**src/rtl/fetch_sequencer_if.sv**
```systemverilog
// Bus bundle for the fetch sequencer: the instruction RAM read port
// (im_r/addr/instr_in) and the valid/ready handshake towards decode.
interface fetch_sequencer_if #(
    parameter int ADDR_W = 10,
    parameter int DATA_W = 32
);
    logic              im_r;
    logic [ADDR_W-1:0] addr;
    logic [DATA_W-1:0] instr_in;
    logic              instr_valid;
    logic              instr_ready;
    logic [DATA_W-1:0] instr_out;
    logic [ADDR_W-1:0] pc_out;

    modport master (
        output im_r, addr, instr_valid, instr_out, pc_out,
        input  instr_in, instr_ready
    );

    modport slave (
        input  im_r, addr, instr_valid, instr_out, pc_out,
        output instr_in, instr_ready
    );
endinterface

```
**src/rtl/fetch_sequencer.sv**
```systemverilog
// Program counter and fetch controller. Issues one read to a 1-cycle
// registered instruction RAM, captures the word, presents it to decode
// over valid/ready, then moves on. Execute can redirect the PC; fetch
// stops on a HALT opcode or when the PC runs past the end of the RAM.
module fetch_sequencer #(
    parameter int              ADDR_W     = 10,
    parameter int              DATA_W     = 32,
    parameter int              MEM_DEPTH  = 129,
    parameter logic [ADDR_W-1:0] START_ADDR = '0,
    parameter logic [5:0]      HALT_OP    = 6'b000110,
    parameter int              CNT_W      = 16
) (
    input  logic               clock,
    input  logic               reset_n,
    input  logic               start,
    input  logic               redirect,
    input  logic [ADDR_W-1:0]  redirect_addr,
    fetch_sequencer_if.master  bus,
    output logic               busy,
    output logic               halted,
    output logic               fault,
    output logic [CNT_W-1:0]   fetch_count
);

    typedef enum logic [2:0] {
        S_IDLE,
        S_ISSUE,
        S_LATCH,
        S_PRESENT,
        S_HALTED
    } state_t;

    // One extra bit so a depth equal to 2^ADDR_W still compares correctly.
    localparam logic [ADDR_W:0] LP_DEPTH = MEM_DEPTH[ADDR_W:0];

    state_t            r_state;
    state_t            w_nextState;
    logic [ADDR_W-1:0] r_pc;
    logic [ADDR_W-1:0] w_nextPc;
    logic [ADDR_W-1:0] r_lastAddr;
    logic [DATA_W-1:0] r_instrOut;
    logic [ADDR_W-1:0] r_pcOut;
    logic              r_instrValid;
    logic              r_busy;
    logic              r_halted;
    logic              r_fault;
    logic [CNT_W-1:0]  r_count;

    logic              w_inRange;
    logic              w_isHalt;
    logic              w_imR;
    logic              w_capture;
    logic              w_transfer;
    logic              w_dropValid;
    logic              w_setFault;
    logic              w_clearFault;

    assign w_inRange = ({1'b0, r_pc} < LP_DEPTH);
    assign w_isHalt  = (r_instrOut[DATA_W-1 -: 6] == HALT_OP);

    // Next-state, next-PC and per-cycle action decode. A redirect has
    // priority over everything else in the busy states, including the
    // halt decision, but a transfer in the same cycle still completes.
    always_comb begin
        w_nextState  = r_state;
        w_nextPc     = r_pc;
        w_imR        = 1'b0;
        w_capture    = 1'b0;
        w_transfer   = 1'b0;
        w_dropValid  = 1'b0;
        w_setFault   = 1'b0;
        w_clearFault = 1'b0;

        case (r_state)
            S_IDLE, S_HALTED: begin
                if (start) begin
                    w_nextPc     = START_ADDR;
                    w_clearFault = 1'b1;
                    w_nextState  = S_ISSUE;
                end
            end
            S_ISSUE: begin
                w_imR = w_inRange;
                if (redirect) begin
                    w_nextPc    = redirect_addr;
                    w_nextState = S_ISSUE;
                end else if (!w_inRange) begin
                    w_setFault  = 1'b1;
                    w_nextState = S_HALTED;
                end else begin
                    w_nextState = S_LATCH;
                end
            end
            S_LATCH: begin
                if (redirect) begin
                    w_nextPc    = redirect_addr;
                    w_nextState = S_ISSUE;
                end else begin
                    w_capture   = 1'b1;
                    w_nextPc    = r_pc + 1'b1;
                    w_nextState = S_PRESENT;
                end
            end
            S_PRESENT: begin
                w_transfer = r_instrValid & bus.instr_ready;
                if (redirect) begin
                    w_nextPc    = redirect_addr;
                    w_dropValid = 1'b1;
                    w_nextState = S_ISSUE;
                end else if (w_transfer) begin
                    w_nextState = w_isHalt ? S_HALTED : S_ISSUE;
                end
            end
            default: begin
                w_nextState = S_IDLE;
            end
        endcase
    end

    // State, program counter and the address of the last issued read.
    always_ff @(posedge clock or negedge reset_n) begin
        if (!reset_n) begin
            r_state    <= S_IDLE;
            r_pc       <= START_ADDR;
            r_lastAddr <= '0;
        end else begin
            r_state <= w_nextState;
            r_pc    <= w_nextPc;
            if (w_imR) begin
                r_lastAddr <= r_pc;
            end
        end
    end

    // Capture the RAM word and hold it towards decode until it is taken.
    always_ff @(posedge clock or negedge reset_n) begin
        if (!reset_n) begin
            r_instrOut   <= '0;
            r_pcOut      <= '0;
            r_instrValid <= 1'b0;
        end else if (w_capture) begin
            r_instrOut   <= bus.instr_in;
            r_pcOut      <= r_pc;
            r_instrValid <= 1'b1;
        end else if (w_transfer || w_dropValid) begin
            r_instrValid <= 1'b0;
        end
    end

    // Saturating count of completed decode transfers.
    always_ff @(posedge clock or negedge reset_n) begin
        if (!reset_n) begin
            r_count <= '0;
        end else if (w_transfer && (r_count != {CNT_W{1'b1}})) begin
            r_count <= r_count + 1'b1;
        end
    end

    // Status flags, registered from the upcoming state; fault is sticky
    // until the next start.
    always_ff @(posedge clock or negedge reset_n) begin
        if (!reset_n) begin
            r_busy   <= 1'b0;
            r_halted <= 1'b0;
            r_fault  <= 1'b0;
        end else begin
            r_busy   <= (w_nextState == S_ISSUE) || (w_nextState == S_LATCH) ||
                        (w_nextState == S_PRESENT);
            r_halted <= (w_nextState == S_HALTED);
            if (w_setFault) begin
                r_fault <= 1'b1;
            end else if (w_clearFault) begin
                r_fault <= 1'b0;
            end
        end
    end

    assign bus.im_r        = w_imR;
    assign bus.addr        = w_imR ? r_pc : r_lastAddr;
    assign bus.instr_valid = r_instrValid;
    assign bus.instr_out   = r_instrOut;
    assign bus.pc_out      = r_pcOut;
    assign busy            = r_busy;
    assign halted          = r_halted;
    assign fault           = r_fault;
    assign fetch_count     = r_count;

endmodule

```
**src/flat_wrapper.sv**
```systemverilog
// flat-port wrapper written by rule: the top's interface ports become plain ports
module fetch_sequencer_flat 
#(
    parameter int              ADDR_W     = 10,
    parameter int              DATA_W     = 32,
    parameter int              MEM_DEPTH  = 129,
    parameter logic [ADDR_W-1:0] START_ADDR = '0,
    parameter logic [5:0]      HALT_OP    = 6'b000110,
    parameter int              CNT_W      = 16
)
  (clock, reset_n, start, redirect, redirect_addr, busy, halted, fault, fetch_count, bus_im_r, bus_addr, bus_instr_valid, bus_instr_out, bus_pc_out, bus_instr_in, bus_instr_ready);
  fetch_sequencer_if #(.ADDR_W(ADDR_W), .DATA_W(DATA_W)) bus_i ();
  input  logic clock;
  input  logic reset_n;
  input  logic start;
  input  logic redirect;
  input  logic [ADDR_W-1:0] redirect_addr;
  output logic busy;
  output logic halted;
  output logic fault;
  output logic [CNT_W-1:0] fetch_count;
  output wire logic [$bits(bus_i.im_r)-1:0] bus_im_r;
  output wire logic [$bits(bus_i.addr)-1:0] bus_addr;
  output wire logic [$bits(bus_i.instr_valid)-1:0] bus_instr_valid;
  output wire logic [$bits(bus_i.instr_out)-1:0] bus_instr_out;
  output wire logic [$bits(bus_i.pc_out)-1:0] bus_pc_out;
  input wire logic [$bits(bus_i.instr_in)-1:0] bus_instr_in;
  input wire logic [$bits(bus_i.instr_ready)-1:0] bus_instr_ready;
  assign bus_im_r = bus_i.im_r;
  assign bus_addr = bus_i.addr;
  assign bus_instr_valid = bus_i.instr_valid;
  assign bus_instr_out = bus_i.instr_out;
  assign bus_pc_out = bus_i.pc_out;
  assign bus_i.instr_in = bus_instr_in;
  assign bus_i.instr_ready = bus_instr_ready;
  fetch_sequencer #(.ADDR_W(ADDR_W), .DATA_W(DATA_W), .MEM_DEPTH(MEM_DEPTH), .START_ADDR(START_ADDR), .HALT_OP(HALT_OP), .CNT_W(CNT_W)) u_core (.clock(clock), .reset_n(reset_n), .start(start), .redirect(redirect), .redirect_addr(redirect_addr), .bus(bus_i), .busy(busy), .halted(halted), .fault(fault), .fetch_count(fetch_count));
endmodule
```
**config.mk**
```make
export PLATFORM = sky130hd
export DESIGN_NAME = fetch_sequencer_flat
export DESIGN_NICKNAME = d
export VERILOG_FILES = /design/src/rtl/fetch_sequencer_if.sv /design/src/rtl/fetch_sequencer.sv /design/src/flat_wrapper.sv
export SDC_FILE = /design/constraint.sdc
export NUM_CORES = 1
export LEC_CHECK = 0
export ABC_AREA = 1
export ABC_CLOCK_PERIOD_IN_PS = 2700
export BUFFER_PORTS_ARGS = -buffer_cell sky130_fd_sc_hd__buf_2
export CAP_MARGIN = 5
export CORE_ASPECT_RATIO = 1.25
export CORE_MARGIN = 2
export CORE_UTILIZATION = 28
export CTS_CLUSTER_SIZE = 8
export DETAILED_ROUTE_END_ITERATION = 8
export PLACE_DENSITY_LB_ADDON = 0.05
export SLEW_MARGIN = 20
export SYNTH_ARGS = -nofsm -noshare
export SYNTH_HDL_FRONTEND = slang
export SYNTH_SLANG_ARGS = --single-unit
export TNS_END_PERCENT = 30
```
**constraint.sdc**
```tcl
create_clock -name clock -period 2.7 [get_ports clock]
set_input_delay 0.405 -clock clock [delete_from_list [all_inputs] [get_ports clock]]
set_output_delay 0.405 -clock clock [all_outputs]
set_load 0.03 [all_outputs]
```
==> reports/metrics.csv <==
stage;metric;value;unit
min_path;Tightest Hold Check Type;primary input to asynchronous set/reset pin;
synthesis;Yosys cell types;32;
critical_path;Req. time, crit path;2300;ps
clocking;CTS tree;built;
global_route;Overflow after GRT;0;
sta;Slew headroom;59.07;%
synthesis;Synth area leader;dfrtp_1;
die;Placeable Area;0.01429;mm2
place;DP Area;0.004817;mm2
route;via-per-instance ratio;4.472;
sta;min Tclk post-route;2446;ps
job;maxcap violations;0;
power_and_ir_drop;leakage power;2.724;nW
die;full die area;0.01553;mm2
cells_and_area;FILL cells;1550;
cells_and_area;diode count;0;
place;Post-DP HPWL;7761;um
sta;worst clock skew;9.424;ps
clocking;clock latency on the worst-skew pair;340;ps
global_route;largest net degree at the start of global routing;48;
cells_and_area;layout net count;657;
clocking;number of buffers created by CTS;9;
synthesis;Mapped Area;0.004073;mm2
clocking;Max clock buf depth;2;
cells_and_area;Layout area overhead;26.88;%
place;DP Worst Slack;420.2;ps
synthesis;Synth area leaders;dfrtp_1 52%, nand2_1 17%, nor2_1 3.8%;
sta;worst slew pin tran;607.5;ps
critical_path;Critical Path Fanout Max;19;
route;Initial DRC Count;94;
synthesis;Ys Warns;0;
critical_path;Setup crit end kind;primary output;
global_route;initial antenna violation count;1;
cells_and_area;layout cell share with drive strength beyond 1;28.43;%
global_route;vias in the first global route;3582;
die;Die H;138.8;um
die;Site Rows;49;
cells_and_area;commonest non-fill, non-tap cells in the layout;183 x nand2_1, 118 x buf_2, 85 x dfrtp_1, 41 x nor2_1, 30 x inv_1;
die;Initial Util;28.51;%
sta;Final Hold Viols;0;
route;Routed WL per cell;13.65;um
clocking;CTS clk-pin slew, worst paths;60;ps
cells_and_area;leading cell type in the layout, fill and taps excluded;nand2_1;
sta;unrepaired setup endpoints after global routing;false;
clocking;clock tree sinks;85;
synthesis;Net Count, Synth;538;
route;post-route ant nets;0;
synthesis;Yosys reg bits;85;
route;DR pass1 iterations;4;
synthesis;Synth top area share;52.23;%
sta;Final Max Slew Viols;0;
critical_path;CP startpoint kind;flop;
sta;PnR worst setup slack;254.1;ps
route;DRC viols;0;
power_and_ir_drop;Worst IR Drop VDD;0.5475;mV
place;Port Buffer Count;119;
synthesis;post-synthesis sequential area ratio;52.23;%
critical_path;worst-path cell chain;inv_1, ha_1, nand4_1, o21ai_4, nand3_4, buf_12, o21ai_1, buf_2;
sta;final setup violation count;0;
critical_path;crit path DAT;2040;ps
critical_path;Critical Path Start;u_core.r_pc[0]$_DFFE_PN0P_;
power_and_ir_drop;power density over the cells;1240;mW/mm2
synthesis;syn_area_per_cell;8.346;um2
die;Chip Width;111.9;um
clocking;clk root buf;clkbuf_16;
sta;fmax;408.9;MHz
run_status;status;completed;
sta;setup_tns;0;ps
synthesis;post-synthesis cell count;488;
critical_path;CP Class;flop to primary output;
cells_and_area;design area;0.005167;mm2
route;Vias;3533;
critical_path;reg2reg start;u_core.r_state[1]$_DFF_PN0_;
clocking;H-tree Lvls;3;
route;total wire length;10780;um
critical_path;slowest cell on the critical path;dfrtp_1;
global_route;first-pass GRT wire length;18220;um
place;RD Place Congestion;0.7808;
sta;period utilization;90.59;%
global_route;Global Route Usage Sum;14.60;%
die;Top Ports;120;
critical_path;Crit path largest cell delay;390;ps
==> metal layers <==
| layer | global-route usage [%] | vias to the layer above | wire length, um |
|---|---|---|---|
| met2 | 24.21 | 89 | 5191 |
| met1 | 18.38 | 1640 | 4821 |
| li1 | - | 1789 | - |
| met5 | 0 | - | 11 |
| met4 | 5.848 | 2 | 197 |
| met3 | 3.365 | 13 | 559 |
==> area by class of cell <==
cell class | count | area, um2 | area share, %
multi-input combinational | 348 | 1684 | 32.59
clock buffer | 12 | 256.5 | 4.964
inverter | 40 | 153.9 | 2.978
timing repair buffer | 123 | 653.1 | 12.64
tap | 178 | 222.7 | 4.310
clock inverter | 4 | 70.07 | 1.356
sequential | 85 | 2127 | 41.16
==> path summary, 6_finish.rpt <==
check / to / slack (ps) / cells after the start
setup / recovery: bus_addr[4] / 250 / 8
hold / removal: u_core.fetch_count[14]$_DFFE_PN0P_ / 30 / 1
setup reg to reg: u_core.bus.instr_out[19]$_DFFE_PN0P_ / 1000 / 8
hold reg to reg: u_core.r_lastAddr[9]$_DFF_PN0_ / 460 / 2
max in group asynchronous: u_core.bus.pc_out[9]$_DFFE_PN0P_ / 2030 / 2
min in group clock: u_core.bus.instr_out[14]$_DFFE_PN0P_ / 260 / 3
==> through the flow <==
| stage | utilization, % | total power [W] | hold slack [ps] | cells |
|---|---|---|---|---|
| 6_report | 36.17 | 0.006409 | 31.39 | 790 |
| 5_1_grt | 36.17 | 0.006910 | 73.06 | 790 |
| 4_1_cts | 36.01 | 0.006501 | 54.51 | 789 |
| 3_5_place_dp | 33.72 | 0.005079 | 429.3 | 773 |
| 3_3_place_gp | 33.72 | 0.005067 | 425.0 | 773 |
| 2_1_floorplan | - | 0.004237 | 109.4 | 488 |
==> state kept, by name (all words and copies together) (netlist names) <==
register and count:
u_core.busy 1, u_core.fault 1, u_core.r_lastAddr 10, u_core.bus.pc_out 10, u_core.r_state 3, u_core.fetch_count 16, u_core.halted 1, u_core.r_pc 10
u_core.bus.instr_out 32, u_core.bus.instr_valid 1
==> power breakdown <==
part           switching [W]  internal [W]  leakage (nW)
Clock               0.000511      0.000859         0.163
Combinational        0.00202      0.000839          1.50
Sequential          0.000376       0.00180          1.06
==> logic make-up (layout without fill, tap and decap cells) <==
kind of cell | after synthesis | in the layout | synth area share, %
AO/OA/AOI/OAI | 64 | 64 | 9.801
XOR/XNOR | 14 | 14 | 3.011
adder cells (fa/ha/maj) | 3 | 3 | 0.9218
buffers and inverters | 55 | 179 | 6.513
flip-flops | 85 | 85 | 52.23
AND/OR/NAND/NOR | 267 | 267 | 27.53
==> cell usage after synthesis (all sizes together) <==
library cell	count
a21oi	16
a22oi	5
a31oi	1
buf	13
clkbuf	2
clkinv	1
dfrtp	85
ha	3
inv	39
nand2	187
nand3	22
nand4	10
nor2	45
nor3	3
o21a	1
o21ai	40
o21bai	1
xnor2	4
xor2	10
==> critical path, delay by kind of cell, from the launching register on <==
family	cells	cell delay (ps)
compound gates	2	340
fa+ha+maj	1	180
buf+inv	3	540
flops	1	390
simple gates	2	240
==> repair_timing <==
action	4_1_cts	5_1_grt
endpoints found under the setup margin	0	1
setup buffers	0	1
hold buffers	0	0
gates resized for setup	0	2
Power figures use the tool's default switching activity.
